## config.mk

```make
export PLATFORM = sky130hd
export DESIGN_NAME = game_flow_fsm
export DESIGN_NICKNAME = d
export VERILOG_FILES = /design/src/rtl/game_flow_fsm.sv
export SDC_FILE = /design/constraint.sdc
export NUM_CORES = 1
export LEC_CHECK = 0
export ABC_CLOCK_PERIOD_IN_PS = 3700
export BUFFER_PORTS_ARGS = -buffer_cell sky130_fd_sc_hd__buf_2
export CORE_ASPECT_RATIO = 0.7
export CORE_MARGIN = 2
export CORE_UTILIZATION = 60
export DETAILED_ROUTE_END_ITERATION = 8
export HOLD_SLACK_MARGIN = 0.03
export PLACE_DENSITY = 0.79
export SYNTH_ARGS = -nofsm -noshare
export SYNTH_HDL_FRONTEND = slang
export SYNTH_SLANG_ARGS = --single-unit
```

## constraint.sdc

```tcl
create_clock -name clk -period 3.7 [get_ports clk]
set_input_delay 0.185 -clock clk [delete_from_list [all_inputs] [get_ports clk]]
set_output_delay 0.185 -clock clk [all_outputs]
set_load 0.03 [all_outputs]
```

## src/rtl/game_flow_fsm.sv

```systemverilog
// -----------------------------------------------------------------------------
// game_flow_fsm
//
// Top-level game-flow controller for the FPGA chess project. Sequences the
// TITLE -> PLAYER (timed splash) -> BOARD -> PLAYING -> GAME_OVER screens and
// owns turn tracking, the per-move clock with timeout, resignation and
// external end-of-game handling.
//
// Input protocol: enter/back are debounced levels and are edge-detected here;
// move_done/game_end are single-cycle pulses, only acted on in PLAYING. There
// is no back-pressure anywhere: every input is consumed in the cycle it is
// sampled.
//
// Parameters
//   CLK_FREQ_HZ    clk cycles per second (move-clock prescaler period)
//   SPLASH_SEC     seconds the PLAYER screen is held (>= 1)
//   TURN_TIME_SEC  per-move time limit in seconds, 0 disables the move clock
//   TW             width of time_left (derived)
//
// Ports
//   clk, reset_n        clock, asynchronous active-low reset
//   enter, back         debounced key levels
//   move_done           pulse: current player committed a legal move
//   game_end            pulse: checkmate/stalemate detected
//   game_end_winner     qualifies game_end: 00 white, 01 black, 10 draw
//   state               0 TITLE, 1 PLAYER, 2 BOARD, 3 PLAYING, 4 GAME_OVER
//   state_entry         high for the first cycle in a new state
//   turn                0 white to move, 1 black to move
//   winner              00 white, 01 black, 10 draw, 11 none
//   end_reason          00 none, 01 external, 10 resign, 11 timeout
//   time_left           whole seconds remaining for the current move
// -----------------------------------------------------------------------------
module game_flow_fsm #(
    parameter int CLK_FREQ_HZ   = 50_000_000,
    parameter int SPLASH_SEC    = 2,
    parameter int TURN_TIME_SEC = 60,
    parameter int TW            = (TURN_TIME_SEC > 0) ? $clog2(TURN_TIME_SEC + 1) : 1
) (
    input  logic          clk,
    input  logic          reset_n,
    input  logic          enter,
    input  logic          back,
    input  logic          move_done,
    input  logic          game_end,
    input  logic [1:0]    game_end_winner,
    output logic [2:0]    state,
    output logic          state_entry,
    output logic          turn,
    output logic [1:0]    winner,
    output logic [1:0]    end_reason,
    output logic [TW-1:0] time_left
);

    typedef enum logic [2:0] {
        S_TITLE     = 3'd0,
        S_PLAYER    = 3'd1,
        S_BOARD     = 3'd2,
        S_PLAYING   = 3'd3,
        S_GAME_OVER = 3'd4
    } state_t;

    localparam int SPLASH_CYCLES = CLK_FREQ_HZ * SPLASH_SEC;
    localparam int SW            = (SPLASH_CYCLES > 1) ? $clog2(SPLASH_CYCLES) : 1;
    localparam int PW            = (CLK_FREQ_HZ > 1) ? $clog2(CLK_FREQ_HZ) : 1;
    localparam bit CLOCK_EN      = (TURN_TIME_SEC > 0);

    localparam logic [SW-1:0] SPLASH_LAST = SW'(SPLASH_CYCLES - 1);
    localparam logic [PW-1:0] PRESC_LAST  = PW'(CLK_FREQ_HZ - 1);
    localparam logic [TW-1:0] TIME_RELOAD = TW'(TURN_TIME_SEC);

    state_t        state_q;
    logic          enter_q;
    logic          back_q;
    logic [SW-1:0] splash_cnt;
    logic [PW-1:0] presc_cnt;

    logic enter_edge;
    logic back_edge;
    logic wrap;
    logic timeout;

    assign state = state_q;

    // Key history registers reset to 1 so a key held through reset is not
    // mistaken for a fresh press.
    assign enter_edge = enter & ~enter_q;
    assign back_edge  = back & ~back_q;

    // One-second tick of the move clock, and the tick that exhausts the turn.
    assign wrap    = CLOCK_EN && (presc_cnt == PRESC_LAST);
    assign timeout = wrap && (time_left == TW'(1));

    always_ff @(posedge clk or negedge reset_n) begin
        if (!reset_n) begin
            state_q     <= S_TITLE;
            state_entry <= 1'b0;
            turn        <= 1'b0;
            winner      <= 2'b11;
            end_reason  <= 2'b00;
            time_left   <= '0;
            enter_q     <= 1'b1;
            back_q      <= 1'b1;
            splash_cnt  <= '0;
            presc_cnt   <= '0;
        end else begin
            enter_q     <= enter;
            back_q      <= back;
            state_entry <= 1'b0;
            // Both counters sit at zero unless their state advances them.
            splash_cnt  <= '0;
            presc_cnt   <= '0;

            case (state_q)
                S_TITLE: begin
                    if (enter_edge) begin
                        state_q     <= S_PLAYER;
                        state_entry <= 1'b1;
                    end
                end

                S_PLAYER: begin
                    if (back_edge) begin
                        state_q     <= S_TITLE;
                        state_entry <= 1'b1;
                    end else if (splash_cnt == SPLASH_LAST) begin
                        state_q     <= S_BOARD;
                        state_entry <= 1'b1;
                    end else begin
                        splash_cnt <= splash_cnt + SW'(1);
                    end
                end

                S_BOARD: begin
                    if (back_edge) begin
                        state_q     <= S_TITLE;
                        state_entry <= 1'b1;
                    end else if (enter_edge) begin
                        state_q     <= S_PLAYING;
                        state_entry <= 1'b1;
                        turn        <= 1'b0;
                        time_left   <= TIME_RELOAD;
                        winner      <= 2'b11;
                        end_reason  <= 2'b00;
                    end
                end

                S_PLAYING: begin
                    if (game_end) begin
                        state_q     <= S_GAME_OVER;
                        state_entry <= 1'b1;
                        // 11 is not a legal result; report it as a draw.
                        winner      <= (game_end_winner == 2'b11) ? 2'b10 : game_end_winner;
                        end_reason  <= 2'b01;
                    end else if (back_edge) begin
                        state_q     <= S_GAME_OVER;
                        state_entry <= 1'b1;
                        winner      <= {1'b0, ~turn};
                        end_reason  <= 2'b10;
                    end else if (timeout) begin
                        // A move committed on this same cycle is late.
                        state_q     <= S_GAME_OVER;
                        state_entry <= 1'b1;
                        winner      <= {1'b0, ~turn};
                        end_reason  <= 2'b11;
                        time_left   <= '0;
                    end else if (move_done) begin
                        turn      <= ~turn;
                        time_left <= TIME_RELOAD;
                    end else if (CLOCK_EN) begin
                        if (wrap) begin
                            time_left <= time_left - TW'(1);
                        end else begin
                            presc_cnt <= presc_cnt + PW'(1);
                        end
                    end
                end

                S_GAME_OVER: begin
                    if (enter_edge) begin
                        state_q     <= S_TITLE;
                        state_entry <= 1'b1;
                        winner      <= 2'b11;
                        end_reason  <= 2'b00;
                        turn        <= 1'b0;
                        time_left   <= '0;
                    end
                end

                default: begin
                    state_q     <= S_TITLE;
                    state_entry <= 1'b1;
                end
            endcase
        end
    end

endmodule

```

==> run metrics, run 1 <==
synthesis-to-layout area growth=10.5%; DRC Markers=0; worst stage delay on the critical path=0.74 ns; setup_tns=0 ns; hold_buf cts=3; Pre-antenna DRT Iters=4; die width=95.8 microns; Vias=2690; Leakage=1.66 nW; GP Congestion=0.937; Mapped Cells=368; critical path class=reg -> reg; Synth top cells by count=69 x nor2_1, 66 x dfrtp_1, 39 x xor2_1; CP max stage cell=or2_1; GR Util All Layers=23.2%; period utilization=66.9%; Final Hold Vio Count=0; vias per cell=5.66; Netlist Area Pre-Place=3540 sq um; post-CTS sizing=0; Slew Limit Fails=0; synthesized flop and latch total=70; area leader, netlist=dfrtp_1; critical path fanouts, max=27; global-route wire length before repair=11500 microns; Post-synth EDFFs=0; initial drt markers=200; worst reg2reg path depth=6; IO Port Bufs=22; ys async rst share=100%; synth warn=0; count leader, synth=nor2_1; hold path cells=3; clk_skew=0.00726 ns; top_reg_cell synth=dfrtp_1; TritonCTS buffer count=9; CTS tree=built; fin area=3910 sq um; Power Density=544 nW/um^2; layout cells sized above 1=13.0%; Die Ht=68.3 microns; gr ovfl total=0; wire length per cell=14.6 microns; Reg area=1760 sq um; vias in the first global route=2514; share of Yosys cell area claimed by the top area cell type=46.7%; critical path arrival=2.66 ns; fmax=404 MHz; clock sink count=70; worst-path cell chain=ha_1 -> and3_1 -> nand3_1 -> nor4_1 -> or2_1 -> nor2_1; worst-margin pin slew=0.876 ns; Hold Path Class=in -> reg; outcome=finished, final reports clean; WL final=6940 microns; Initial Util=62.1%; Hold WS=0.121 ns; Core Footprint=5700 sq um; syn nets=380; clk buf depth=2; Setup crit end kind=flop; setup bufs post-CTS=0; Multi-input gate area=1690 sq um; I/O Pins=23; worst vdd ir=0.292 mV; hpwl dp=4840 microns; cell row count=23; CTS H-tree depth=3; Tmin final=2.47 ns; latest clock arrival within the worst-skew pair=0.34 ns; sequential fraction of the synthesis area=49.6%; Final nets=407; WP data required=3.88 ns; Root Driver=clkbuf_8; initial antenna violation count=0; unrepaired setup endpoints after global routing=no; # fillers=429; die area=6540 sq um; Final ANT Viol Nets=0; Startpoint Class=flop; Placed Area=3700 sq um; syn_area_per_cell=9.62 sq um; top cells by area, synth=dfrtp_1 47%, xor2_1 9.7%, nor2_1 7.3%; diode count=0; Final setup viols=0; largest net degree at the start of global routing=47; max-cap violations=0; Distinct cells, synth=50; clock transition at the registers of the reported paths=0.07 ns; Max-slew headroom=41.6%
## metal layers
layer	track usage [%]	part of all wire [%]	vias up
li1	-	-	1314
met1	32.0	51	1297
met2	35.9	44	71
met3	6.17	4.7	8
met4	7.86	0.99	0
met5	0	0	-
## state kept, by name, summed over array words and instances, names as in the netlist
register / cells
back_q: 1
time_left: 6
presc_cnt: 26
winner: 2
state: 3
splash_cnt: 27
turn: 1
end_reason: 2
enter_q: 1
state_entry: 1
## final timing paths
kind | startpoint | end | slack, ns
max in group asynchronous | reset_n | splash_cnt[13] | 2.35
max reg2reg | splash_cnt[0] | splash_cnt[23] | 1.23
min reg2reg | end_reason[0] | end_reason[0] | 0.48
min | game_end_winner[1] | winner[1] | 0.12
min in group asynchronous | reset_n | state[1] | 0.37
max | splash_cnt[0] | splash_cnt[23] | 1.23
## cell usage in the layout (no fill, tap or decap), drive strengths merged, types with 2 or more instances in the layout
master       count
nor2b            5
or3              4
a21oi           11
dlygate4sd3      3
o21ai            6
dfstp            4
clkinv           4
xor2            39
nor4b            2
clkbuf          11
and2             3
and3             8
nand2           31
nand4           12
and4             6
ha               4
o31a             2
buf             23
dfrtp           66
nor4             4
xnor2           10
nor3b            2
nand2b           4
nand3b           2
nand3           27
nor2            69
a22oi            3
o31ai            2
o22a             5
inv             10
nor3             4
## stage by stage
stage	power, W	std cells	utilization, %	setup WS [ns]
2_1_floorplan	0.00140	368	-	1.76
3_3_place_gp	0.00154	456	64.9	1.40
3_5_place_dp	0.00156	456	64.9	1.22
4_1_cts	0.00214	475	68.6	1.22
5_1_grt	0.00225	475	68.6	1.00
6_report	0.00213	475	68.6	1.23
## report_power, final
part           switching (W)  internal [W]
logic               0.000419      0.000189
registers          0.0000902      0.000851
clock network       0.000271      0.000307
## logic make-up after synthesis
kind of cell,synth area share (%)
XOR/XNOR,12.1
multiplexers,0.601
flip-flops,49.6
AO/OA/AOI/OAI,7.53
adder cells (fa/ha/maj),1.41
AND/OR/NAND/NOR,26.2
buffers and inverters,2.47
## worst max-delay path, delay by kind of cell, from the launching register on
kind,cells,cell delay [ns]
simple gates,5,1.73
flops,1,0.39
fa+ha+maj,1,0.19
## area by class of cell
cell class | count | area share, %
multi-input combinational | 278 | 43.3
tap | 75 | 2.40
timing repair buffer | 26 | 3.77
clock buffer | 11 | 3.36
clock inverter | 5 | 1.28
inverter | 10 | 0.960
sequential | 70 | 44.9
(Power assumes the default switching activity.)
==> inputs of run 2 (changes only) <==
- ABC_CLOCK_PERIOD_IN_PS: 3700 -> 2000
- CORE_UTILIZATION: 60 -> 54
- PLACE_DENSITY: 0.79 -> 0.75
- clock period: 3.7 -> 2 ns (I/O delays scaled with it)
==> run 2 against run 1 <==
Die area up 11%; critical path depth is the same; non-clock buffer count rose by 13; worst hold slack got worse by 0.070 ns; via count is 3.2% higher; clock-buffer cell count unchanged; clock power grew 100%.
==> run metrics, run 2 (same netlist as run 1, synthesis figures left out) <==
critical path class=reg -> reg; DRC Markers=0 (unchanged); Die Ht=71.7 microns (+5.1%); Max-slew headroom=67.8% (+26 points); max-cap violations=0 (unchanged); fin cells=491 (+3.4%); clk buf depth=2 (unchanged); WL final=7550 microns (+8.8%); Switching Fraction=36.8% (+0.18 points); crit-path leading delay family=simple AND/OR/NAND/NOR gates; Hold Path Class=in -> reg; # fillers=497 (+16%); WP buf/inv=1 (+1); sequential power share=40.5% (-3.7 points); Leakage=1.75 nW (+5.4%); Placed Instances=467 (+2.4%); Largest Register=splash_cnt; period utilization=96.7% (+30 points); Startpoint Class=flop; largest net degree at the start of global routing=71 (+51%); wire length per cell=15.4 microns (+5.2%); cell row count=24 (+4.3%); global-route wire length before repair=12500 microns (+8.9%); fmax=517 MHz (+28%); latest clock arrival within the worst-skew pair=0.35 ns (about the same); worst-margin pin slew=0.482 ns (-0.394 ns); TritonCTS buffer count=9 (unchanged); Final nets=420 (+3.2%); die area=7230 sq um (+11%); gr ovfl total=0 (unchanged); CTS H-tree depth=3 (unchanged); Multi-input gate area=1740 sq um (+2.9%); GR Util All Layers=22.3% (-0.97 points); I/O Pins=23 (unchanged); IO Port Bufs=22 (unchanged); worst-path cell chain=inv_2 -> mux2_2 -> o41ai_2 -> nand2_2 -> or3_4 -> o21ai_2; clock sink count=70 (unchanged); Vias=2775 (+3.2%); clock transition at the registers of the reported paths=0.08 ns (about the same); Slew Limit Fails=0 (unchanged); Setup crit end kind=flop; Final Hold Vio Count=0 (unchanged); initial drt markers=241 (+21%); GP Congestion=0.823 (-12%); worst vdd ir=0.573 mV (+96%); max reg flops=27 (unchanged); clk_skew=0.00682 ns (-0.000435 ns); clock share of power=27.7% (+0.5 points); die width=101 microns (+5.2%); Final setup viols=0 (unchanged); Initial Util=56.4% (-5.7 points); Top Registers=splash_cnt x27, presc_cnt x26, time_left x6; CTS tree=built; critical path arrival=2.21 ns (-0.45 ns); commonest non-fill, non-tap cell in the layout=nor2_1; initial antenna violation count=0 (unchanged); Combinational Power Share=31.8% (+3.2 points); Tmin final=1.93 ns (-0.540 ns); Hold WS=0.0510 ns (-0.0703 ns); layout cells sized above 1=18.4% (+5.4 points); Reg area=1760 sq um (unchanged); WP data required=2.28 ns (-1.60 ns); vias per cell=5.65 (-0.20%); worst stage delay on the critical path=0.46 ns (-0.28 ns); internal power=0.00269 W (+100%); synthesis-to-layout area growth=16.7%; vias in the first global route=2598 (+3.3%); hpwl dp=5050 microns (+4.3%); critical path fanouts, max=6 (-78%); Core Footprint=6280 sq um (+10%); Pre-antenna DRT Iters=4 (unchanged); most frequent cells in the layout=67 x nor2_1, 66 x dfrtp_1, 39 x xor2_1; Final ANT Viol Nets=0 (unchanged); NetSw=0.00157 W (+100%); CP max stage cell=dfrtp_1; Root Driver=clkbuf_8; Power Density=1030 nW/um^2 (+90%); diode count=0 (unchanged); outcome=finished, final reports clean
==> run 2: cell count changes in the layout (fill, tap and decap cells not counted), sizes merged <==
cell,delta
buf,+12
dlygate4sd3,+1
clkinv,-3
clkinvlp,+3
==> run 2: timing repair <==
action                                  4_1_cts  5_1_grt
gates resized for setup                       0       14
endpoints found under the setup margin        0       42
buffers inserted                              0        4
hold endpoints to repair                     69        0
hold buffers                                  4        0
==> run 2: power by group through the flow <==
stage	combinational (W)	sequential (W)	clock (W)
after global placement	0.00121	0.00174	0
after floorplan	0.000597	0.00198	0
after CTS	0.00125	0.00172	0.00121
final	0.00136	0.00173	0.00118
after global routing	0.00149	0.00175	0.00127
after detailed placement	0.00124	0.00175	0
==> run 2: area by class of cell <==
class                           instances  share of cell area (%)
Clock inverter                          5                    1.39
Multi-Input combinational cell        278                    42.2
Inverter                               10                   0.909
Clock buffer                           11                    3.67
Sequential cell                        70                    42.5
Tap cell                               78                    2.36
Timing Repair Buffer                   39                    6.91
==> run 2: path summary, 6_finish.rpt <==
path                                    start             end  slack [ns]  depth (start not counted)
worst max-delay path                 state[0]    time_left[1]        0.07                          6
worst min register to register  end_reason[1]   end_reason[1]        0.49                          2
max in group asynchronous             reset_n         enter_q        1.34                          3
min in group asynchronous             reset_n  splash_cnt[13]        0.27                          3
worst max register to register       state[0]    time_left[1]        0.07                          6
worst min-delay path                 game_end   end_reason[1]        0.05                          2
==> run 2: per-stage QoR <==
stage	area (sq um)	util, %	setup WS, ns	total power (W)	TNS [ns]
final	4130	65.8	0.0666	0.00426	0
after global routing	4130	65.8	-0.0511	0.00450	-0.901
after CTS	4050	64.5	0.106	0.00418	0
after detailed placement	3800	60.6	0.119	0.00299	0
after global placement	3800	60.6	0.158	0.00295	0
after floorplan	3540	-	0.0598	0.00258	0
==> run 2: worst reg2reg max path: cells and delay by family (launching register included) <==
kind / cells / cell delay [ns]
AOI/OAI and AO/OA: 2 / 0.36
and+or+nand+nor: 2 / 0.52
muxes: 1 / 0.36
DFF: 1 / 0.46
buffers and inverters: 1 / 0.16
==> run 2: metal layers <==
| metal | routed length (microns) | global-route usage, % | up-vias |
|---|---|---|---|
| met5 | 0 | 0 | - |
| met4 | 80 | 7.15 | 0 |
| met3 | 375 | 6.24 | 8 |
| met2 | 3160 | 29.2 | 71 |
| met1 | 3940 | 35.1 | 1350 |
| li1 | - | - | 1346 |
